**src/rtl/ddr2_dq_window_cal.sv**
```systemverilog
// DDR2 read-capture calibration: sweeps each DQ bit's IDELAY, finds its data-eye
// edge(s) and parks the tap either a fixed shift from one edge or mid-way between two.
//
// state     | meaning
// ----------+-----------------------------------------------------------
// IDLE      | waiting for registered cal_start
// BIT_INIT  | clear per-bit search state, capture reference dq level
// INC       | one increment pulse on the bit under calibration
// SETTLE    | wait SETTLE_CYC cycles for the delay line, then sample
// EDGE      | decide: keep searching, or compute the adjustment
// ADJ_DEC   | one decrement pulse per cycle until adjustment is used up
// ADJ_INC   | one increment pulse per cycle until adjustment is used up
// BIT_DONE  | report final_tap for this bit
// NEXT      | advance to the next bit or finish
// ALL_DONE  | all bits calibrated, hold while cal_start stays high
module ddr2_dq_window_cal #(
   parameter int DQ_WIDTH   = 8,
   parameter int TAP_W      = 6,
   parameter int MAX_TAP    = 63,
   parameter int SHIFT_TAPS = 16,
   parameter int SETTLE_CYC = 8,
   parameter int WIN_MODE   = 1,
   localparam int IDX_W     = (DQ_WIDTH > 1) ? $clog2(DQ_WIDTH) : 1
) (
   input  logic                clk,
   input  logic                reset_n,
   input  logic                cal_start,
   input  logic [DQ_WIDTH-1:0] dq_data,
   output logic [DQ_WIDTH-1:0] dlyce,
   output logic                dlyinc,
   output logic [IDX_W-1:0]    cal_bit_idx,
   output logic                bit_done,
   output logic [TAP_W-1:0]    final_tap,
   output logic [DQ_WIDTH-1:0] cal_err,
   output logic                cal_done
);

   typedef enum logic [3:0] {
      S_IDLE, S_BIT_INIT, S_INC, S_SETTLE, S_EDGE,
      S_ADJ_DEC, S_ADJ_INC, S_BIT_DONE, S_NEXT, S_ALL_DONE
   } state_t;

   localparam logic [TAP_W-1:0] MAX_T       = TAP_W'(MAX_TAP);
   localparam logic [TAP_W-1:0] SHIFT_T     = TAP_W'(SHIFT_TAPS);
   localparam logic [3:0]       SETTLE_LAST = 4'(SETTLE_CYC - 1);
   localparam logic [IDX_W-1:0] IDX_LAST    = IDX_W'(DQ_WIDTH - 1);

   state_t state, state_nx;
   logic start_q;
   logic [IDX_W-1:0] idx, idx_nx;
   logic [TAP_W-1:0] tap_cnt, tap_nx, e1, e1_nx, adj_cnt, adj_nx;
   logic e1_found, e1_found_nx, prev, prev_nx, edge_q, edge_nx;
   logic [3:0] settle_cnt, settle_nx;
   logic [DQ_WIDTH-1:0] err_nx, bit_sel;
   logic dq_cur, adj_go, adj_down;
   logic [TAP_W-1:0] adj_amt, span, target;

   assign bit_sel = DQ_WIDTH'(1) << idx;
   assign dq_cur  = |(dq_data & bit_sel);
   assign span    = tap_cnt - e1;

   // Single-edge target around e1, clamped at the top of the tap range.
   always_comb begin
      target = e1 + SHIFT_T;
      if (e1 > SHIFT_T)
         target = e1 - SHIFT_T;
      else if (e1 > MAX_T - SHIFT_T)
         target = MAX_T;
   end

   always_comb begin
      state_nx    = state;
      idx_nx      = idx;
      tap_nx      = tap_cnt;
      e1_nx       = e1;
      e1_found_nx = e1_found;
      prev_nx     = prev;
      edge_nx     = edge_q;
      adj_nx      = adj_cnt;
      settle_nx   = settle_cnt;
      err_nx      = cal_err;
      adj_go      = 1'b0;
      adj_down    = 1'b0;
      adj_amt     = '0;
      case (state)
         S_IDLE: if (start_q) begin
            state_nx = S_BIT_INIT;
            idx_nx   = '0;
            err_nx   = '0;
         end
         S_BIT_INIT: begin
            tap_nx      = '0;
            e1_nx       = '0;
            e1_found_nx = 1'b0;
            edge_nx     = 1'b0;
            prev_nx     = dq_cur;
            state_nx    = S_INC;
         end
         S_INC: begin
            tap_nx    = tap_cnt + TAP_W'(1);
            settle_nx = '0;
            state_nx  = S_SETTLE;
         end
         S_SETTLE: if (settle_cnt == SETTLE_LAST) begin
            edge_nx  = dq_cur ^ prev;
            prev_nx  = dq_cur;
            state_nx = S_EDGE;
         end else begin
            settle_nx = settle_cnt + 4'd1;
         end
         S_EDGE: begin
            if (edge_q && !e1_found) begin
               e1_nx       = tap_cnt;
               e1_found_nx = 1'b1;
               // First edge at the last tap leaves no room for a second one.
               if (WIN_MODE == 0 || tap_cnt == MAX_T) begin
                  adj_go   = 1'b1;
                  adj_down = tap_cnt > SHIFT_T;
                  adj_amt  = SHIFT_T;
               end else begin
                  state_nx = S_INC;
               end
            end else if (edge_q && e1_found && span >= TAP_W'(2)) begin
               adj_go   = 1'b1;
               adj_down = 1'b1;
               adj_amt  = span >> 1;
            end else if (tap_cnt < MAX_T) begin
               state_nx = S_INC;
            end else if (!e1_found) begin
               err_nx   = cal_err | bit_sel;
               adj_go   = 1'b1;
               adj_down = 1'b1;
               adj_amt  = SHIFT_T;
            end else begin
               adj_go   = 1'b1;
               adj_down = 1'b1;
               adj_amt  = MAX_T - target;
            end
            if (adj_go) begin
               adj_nx = adj_amt;
               if (adj_amt == '0 || (adj_down && tap_cnt == '0) || (!adj_down && tap_cnt == MAX_T))
                  state_nx = S_BIT_DONE;
               else
                  state_nx = adj_down ? S_ADJ_DEC : S_ADJ_INC;
            end
         end
         S_ADJ_DEC: begin
            tap_nx = tap_cnt - TAP_W'(1);
            adj_nx = adj_cnt - TAP_W'(1);
            if (adj_cnt == TAP_W'(1) || tap_cnt == TAP_W'(1))
               state_nx = S_BIT_DONE;
         end
         S_ADJ_INC: begin
            tap_nx = tap_cnt + TAP_W'(1);
            adj_nx = adj_cnt - TAP_W'(1);
            if (adj_cnt == TAP_W'(1) || tap_cnt == MAX_T - TAP_W'(1))
               state_nx = S_BIT_DONE;
         end
         S_BIT_DONE: state_nx = S_NEXT;
         S_NEXT: if (idx == IDX_LAST) begin
            state_nx = S_ALL_DONE;
         end else begin
            idx_nx   = idx + IDX_W'(1);
            state_nx = S_BIT_INIT;
         end
         S_ALL_DONE: state_nx = S_ALL_DONE;
         default: state_nx = S_IDLE;
      endcase
      if (!start_q)
         state_nx = S_IDLE;
   end

   always_ff @(posedge clk) begin
      if (!reset_n) begin
         state      <= S_IDLE;
         start_q    <= 1'b0;
         idx        <= '0;
         tap_cnt    <= '0;
         e1         <= '0;
         e1_found   <= 1'b0;
         prev       <= 1'b0;
         edge_q     <= 1'b0;
         adj_cnt    <= '0;
         settle_cnt <= '0;
         cal_err    <= '0;
      end else begin
         state      <= state_nx;
         start_q    <= cal_start;
         idx        <= idx_nx;
         tap_cnt    <= tap_nx;
         e1         <= e1_nx;
         e1_found   <= e1_found_nx;
         prev       <= prev_nx;
         edge_q     <= edge_nx;
         adj_cnt    <= adj_nx;
         settle_cnt <= settle_nx;
         cal_err    <= err_nx;
      end
   end

   assign dlyce       = (state == S_INC || state == S_ADJ_DEC || state == S_ADJ_INC) ? bit_sel : '0;
   assign dlyinc      = (state == S_INC || state == S_ADJ_INC);
   assign bit_done    = (state == S_BIT_DONE);
   assign final_tap   = bit_done ? tap_cnt : '0;
   assign cal_done    = (state == S_ALL_DONE);
   assign cal_bit_idx = idx;

endmodule

```
**config.mk**
```make
export PLATFORM = sky130hd
export DESIGN_NAME = ddr2_dq_window_cal
export DESIGN_NICKNAME = d
export VERILOG_FILES = /design/src/rtl/ddr2_dq_window_cal.sv
export SDC_FILE = /design/constraint.sdc
export NUM_CORES = 1
export LEC_CHECK = 0
export ABC_AREA = 1
export BUFFER_PORTS_ARGS = -buffer_cell sky130_fd_sc_hd__buf_2
export CORE_MARGIN = 2
export CORE_UTILIZATION = 35
export CTS_CLUSTER_DIAMETER = 100
export DETAILED_ROUTE_END_ITERATION = 6
export GPL_TIMING_DRIVEN = 0
export PLACE_DENSITY_LB_ADDON = 0.15
export REMOVE_ABC_BUFFERS = 1
export SYNTH_ARGS = -nofsm -noshare
export SYNTH_HDL_FRONTEND = slang
export SYNTH_SLANG_ARGS = --single-unit
```
**constraint.sdc**
```tcl
create_clock -name clk -period 2.75 [get_ports clk]
set_input_delay 0.825 -clock clk [delete_from_list [all_inputs] [get_ports clk]]
set_output_delay 0.825 -clock clk [all_outputs]
set_load 0.05 [all_outputs]
```
==> metrics, run 1 <==
Hold WC Path Type=reg2reg; initial antenna violation count=0; final RePlAce weighted congestion=0.912; Top FF cell, synth=dfxtp_1; DR DRC count=0; die height=95.2 um; # nets final=525; Root Buffer=clkbuf_8; Clock Sinks=41; number of global-route vias before repair=2599; Tmin final=2.56 ns; wl on met1=3.60 mm; worst-margin pin slew=0.893 ns; Non-Filler Instances=596; FP Rows=33; Crit Path Max Fanout=10; # diodes=0; final hold slack=0.453 ns; GR Overflow Total=0; first-pass GRT wire length=11.8 mm; DR top layer=met4; DRT antenna net count=0; GRT Total Usage=0.164; Register Area=825 um2; Port Buffers=38; Power Dens Cells=347 nW/um2; H-tree depth=2; filler cell count=878; IO Pins=39; DRT Wirelength=7.18 mm; layout cells sized above 1=0.143; via count=2851; post-synthesis cell count=451; Area Growth Syn to Fin=14.1%; EDFF count, synth=0; Vias per Instance=4.78; Worst-path clk slew=0.08 ns; largest net degree at the start of global routing=17; Seq/Total Area, Yosys=0.282; drt wl/cell=12.0 um; Setup Viol. Count Final=0; Worst-Skew Late Latency=0.30 ns; area occupied by multi-input gates=1790 um2; ys async rst share=0; CP Class=reg2out; CP required=1.93 ns; startpoint types=register; CP Capture Type=output port; wire length on met3=159 um; CTS tree=yes; DP Worst Slack=-0.119 ns; CTS buffer count=5; outcome=finished, final reports clean; met2 wire length=3.32 mm; Distinct cells, synth=38; commonest non-fill, non-tap cell in the layout=nand2_1; Max-cap violations=0; Core ar.=8130 um2; Syn Area/Cell=6.46 um2; Fin Clk Skew=0.0101 ns; IR drop worst, VDD=0.201 mV; Setup Fix Bufs, Post-CTS=0; Fmax achieved=391 MHz; Placed Instances=589; Die X=95.2 um; DPL Wire Length=5.60 mm; Final WS setup=0.193 ns; First DRT Iteration DRCs=143; YS warnings=0; Fin. Hold Viols=0; Tcrit/Tclk final=0.930; CTS Buffer Depth=2; Leak=1.56 nW; max-slew violations=0; max_slew headroom=0.403; most frequent cells in the layout=nand2_1 (103), inv_1 (71), nor2_1 (60); initial core utilization=0.358; Mapped Area=2910 um2; DR pass1 iterations=4; Die ar.=9070 um2; post-synthesis register bit count=41; WP data arrival=1.73 ns
==> sequential cells by signal (all words and copies together), names as in the netlist <==
| name | flops |
|---|---|
| cal_err | 8 |
| adj_cnt | 6 |
| e1 | 6 |
| tap_cnt | 6 |
| settle_cnt | 4 |
| state | 4 |
| cal_bit_idx | 3 |
| e1_found | 1 |
| edge_q | 1 |
| prev | 1 |
| start_q | 1 |
==> stage by stage <==
stage / setup TNS, ns / utilization / area [um2] / power [mW]
5_1_grt: -0.0179 / 0.409 / 3320 / 1.21
3_3_place_gp: -0.172 / 0.394 / 3210 / 0.754
3_5_place_dp: -0.550 / 0.394 / 3210 / 0.754
4_1_cts: 0 / 0.406 / 3300 / 1.18
2_1_floorplan: -4.83 / - / 2890 / 0.717
6_report: 0 / 0.409 / 3320 / 1.15
==> power breakdown <==
part / internal, mW / leakage [nW] / switching (mW) / total (mW)
combinational: 0.0375 / 1.18 / 0.0900 / 0.127
sequential: 0.602 / 0.332 / 0.00941 / 0.612
clock: 0.199 / 0.0433 / 0.215 / 0.414
total: 0.838 / 1.56 / 0.314 / 1.15
==> layout make-up <==
class / instances / share of cell area
inverter: 78 / 0.0888
clock buffer: 6 / 0.0248
clock inverter: 1 / 0.00226
sequential: 41 / 0.248
multi-input combinational: 327 / 0.539
timing repair buffer: 38 / 0.0572
tap: 105 / 0.0395
==> kinds of logic (layout without fill, tap and decap cells) <==
group | count (synthesis) | in the layout | synth area share
adders and majority gates | 23 | 23 | 0.101
and+or+nand+nor | 218 | 218 | 0.324
AOI/OAI and AO/OA | 81 | 81 | 0.168
DFF | 41 | 41 | 0.282
xor gates and xnor gates | 5 | 5 | 0.0150
buffers and inverters | 83 | 123 | 0.110
==> routing by layer <==
layer / up-vias / GRT usage
li1: 1531 / -
met1: 1288 / 0.219
met2: 24 / 0.273
met3: 8 / 0.0261
met4: 0 / 0.0459
met5: - / 0
==> worst max-delay path, cell delays in order (launching register included) <==
cell and delay (ns):
dfxtp_1 0.35, inv_1 0.05, nor2_1 0.08, inv_1 0.14, nor2_2 0.31, nor2_4 0.11, nor2_1 0.13, buf_2 0.27
==> path summary, 6_finish.rpt <==
kind	from	to	slack, ns	depth (start not counted)
setup / recovery	state[2]	dlyce[7]	0.19	7
hold / removal	cal_err[4]	cal_err[4]	0.45	2
setup reg to reg	tap_cnt[0]	adj_cnt[0]	0.24	14
hold reg to reg	cal_err[4]	cal_err[4]	0.45	2
==> synthesized netlist by cell type (2+ instances only) <==
master	count	area [um2]
buf_4	2	15.0
nor2_1	62	233
inv_2	5	18.8
a211oi_1	4	30.0
nand3_1	30	150
o21ai_0	13	65.1
a21oi_2	2	17.5
dfxtp_1	41	821
nor2_2	3	18.8
clkbuf_1	3	11.3
xnor2_1	2	17.5
nand3b_1	2	15.0
a21oi_1	39	195
ha_1	22	275
nand4_1	4	25.0
nor3_1	5	25.0
a31oi_1	8	50.1
xor2_1	3	26.3
o22ai_1	2	12.5
inv_1	72	270
nand2_1	104	390
nor2_4	2	22.5
nand2_4	2	22.5
o21ai_1	5	25.0
==> repair_timing <==
action | in CTS | in global routing
gates resized for setup | 3 | 7
hold buffers | 0 | 0
endpoints found under the setup margin | 7 | 17
cloned | 0 | 0
No activity file was read; power rests on OpenSTA's default activity.
==> run 2: changes to the inputs <==
--- a/config.mk
+++ b/config.mk
@@ -7,11 +7,12 @@
 export LEC_CHECK = 0
 export ABC_AREA = 1
 export BUFFER_PORTS_ARGS = -buffer_cell sky130_fd_sc_hd__buf_2
-export CORE_MARGIN = 2
 export CORE_UTILIZATION = 35
 export CTS_CLUSTER_DIAMETER = 100
 export DETAILED_ROUTE_END_ITERATION = 6
+export GPL_ROUTABILITY_DRIVEN = 1
 export GPL_TIMING_DRIVEN = 0
+export HOLD_SLACK_MARGIN = 0.15
 export PLACE_DENSITY_LB_ADDON = 0.15
 export REMOVE_ABC_BUFFERS = 1
 export SYNTH_ARGS = -nofsm -noshare
==> run 2 against run 1 <==
Setup slack lost 0.032 ns. Largest cell class unchanged. Non-clock buffer count grew 1. Fmax decreased by 1.2%. Register-to-register slack hardly changed. Die area decreased by 4.2%. Critical endpoint is now dlyce[1]. Largest power group unchanged. Flip-flop and latch count unchanged.
==> metrics, run 2 (synthesized netlist as in run 1, its figures left out) <==
unrepaired setup endpoints after global routing=no; DRT antenna net count=0; Fmax achieved=386 MHz; initial core utilization=0.369; register with the most flip-flops=cal_err; Tmin final=2.59 ns; sequential share of power=0.484; net switching power=328 uW; Placement Cell Area=3200 um2; GRT Total Usage=0.172; Fin Clk Skew=0.00600 ns; final core occ=0.426; CTS Buffer Depth=2; max_slew headroom=0.490; DRT Wirelength=7.12 mm; Clock Sinks=41; Fin. Hold Viols=0; DPL Wire Length=5.52 mm; commonest non-fill, non-tap cell in the layout=nand2_1; CTS buffer count=5; Finished Cell Area=3360 um2; FP Rows=32; # nets final=526; CP required=1.93 ns; Leak=1.59 nW; Sw Share=0.259; startpoint types=register; Root Buffer=clkbuf_8; CP Class=reg2out; GR Overflow Total=0; final hold slack=0.450 ns; Tcrit/Tclk final=0.942; Max-cap violations=0; Die ar.=8690 um2; Worst-path clk slew=0.09 ns; IO Pins=39; largest net degree at the start of global routing=17; layout cells sized above 1=0.148; combinational power share=0.101; CTS tree=yes; DR pass1 iterations=4; slowest CP cell=dfxtp_1; CP Capture Type=output port; Crit Path Max Fanout=10; final RePlAce weighted congestion=0.880; die height=93.2 um; drt wl/cell=12.0 um; Area Growth Syn to Fin=15.4%; IR drop worst, VDD=0.179 mV; # diodes=0; most frequent cells in the layout=nand2_1 (103), inv_1 (71), nor2_1 (59); via count=2863; DP Worst Slack=-0.106 ns; max-slew violations=0; WP data arrival=1.76 ns; DR DRC count=0; Die X=93.2 um; Core ar.=7890 um2; internal power=936 uW; Final WS setup=0.160 ns; worst-margin pin slew=0.762 ns; Setup Viol. Count Final=0; Hold WC Path Type=reg2reg; initial antenna violation count=0; outcome=finished, final reports clean; Power Dens Cells=376 nW/um2; first-pass GRT wire length=11.9 mm; H-tree depth=2; Worst-Skew Late Latency=0.30 ns; CP max stage delay=0.37 ns; First DRT Iteration DRCs=106; clock power share=0.416; max reg flops=8; Port Buffers=38; Vias per Instance=4.81; crit-path cells=inv_1 > nor2_1 > inv_1 > nor2_2 > nor2_4 > nor2_1 > buf_2; number of global-route vias before repair=2619
[run 2: worst max-delay path: cells and delay by family, from the launching register on]
| family | cells | cell delay (ns) |
|---|---|---|
| buffers and inverters | 3 | 0.47 |
| flip-flops | 1 | 0.37 |
| AND/OR/NAND/NOR | 4 | 0.62 |
[run 2: timing repair]
action | in CTS | in global routing
hold buffers | 0 | 0
resized for setup | 2 | 12
pin swaps | 0 | 1
endpoints found under the setup margin | 6 | 15
setup buffers | 0 | 1
[run 2: worst paths after layout]
check | from | endpoint | slack (ns) | cells past startpoint
max | state[2] | dlyce[1] | 0.16 | 7
min | cal_err[6] | cal_err[6] | 0.45 | 2
max reg2reg | tap_cnt[0] | state[1] | 0.24 | 19
min reg2reg | cal_err[6] | cal_err[6] | 0.45 | 2
[run 2: power by group through the flow]
stage	sequential [mW]	clock [mW]	combinational [mW]
after floorplan	0.650	0	0.0670
after global placement	0.626	0	0.127
after detailed placement	0.627	0	0.127
after CTS	0.613	0.539	0.128
after global routing	0.613	0.555	0.141
final	0.612	0.525	0.127
[run 2: routing by layer]
metal	track usage	vias to the layer above	share of wire
li1	-	1530	-
met1	0.227	1304	0.50
met2	0.284	23	0.47
met3	0.0366	6	0.022
met4	0.0423	0	0.0095
met5	0	-	0
[run 2: through the flow]
stage	cells	power (mW)	setup TNS, ns
2_1_floorplan	446	0.717	-4.83
3_3_place_gp	586	0.753	-0.171
3_5_place_dp	586	0.754	-0.503
4_1_cts	594	1.28	0
5_1_grt	595	1.31	0
6_report	595	1.26	0
[run 2: final cells by class]
| cell class | instances | area (um2) |
|---|---|---|
| multi-input cells | 327 | 1800 |
| well taps | 102 | 128 |
| flip-flops and latches | 41 | 825 |
| repair buffers | 39 | 200 |
| clock buffers | 7 | 86.3 |
| clock inverters | 1 | 30.0 |
| fillers | 853 | 4530 |
| inverters | 78 | 298 |
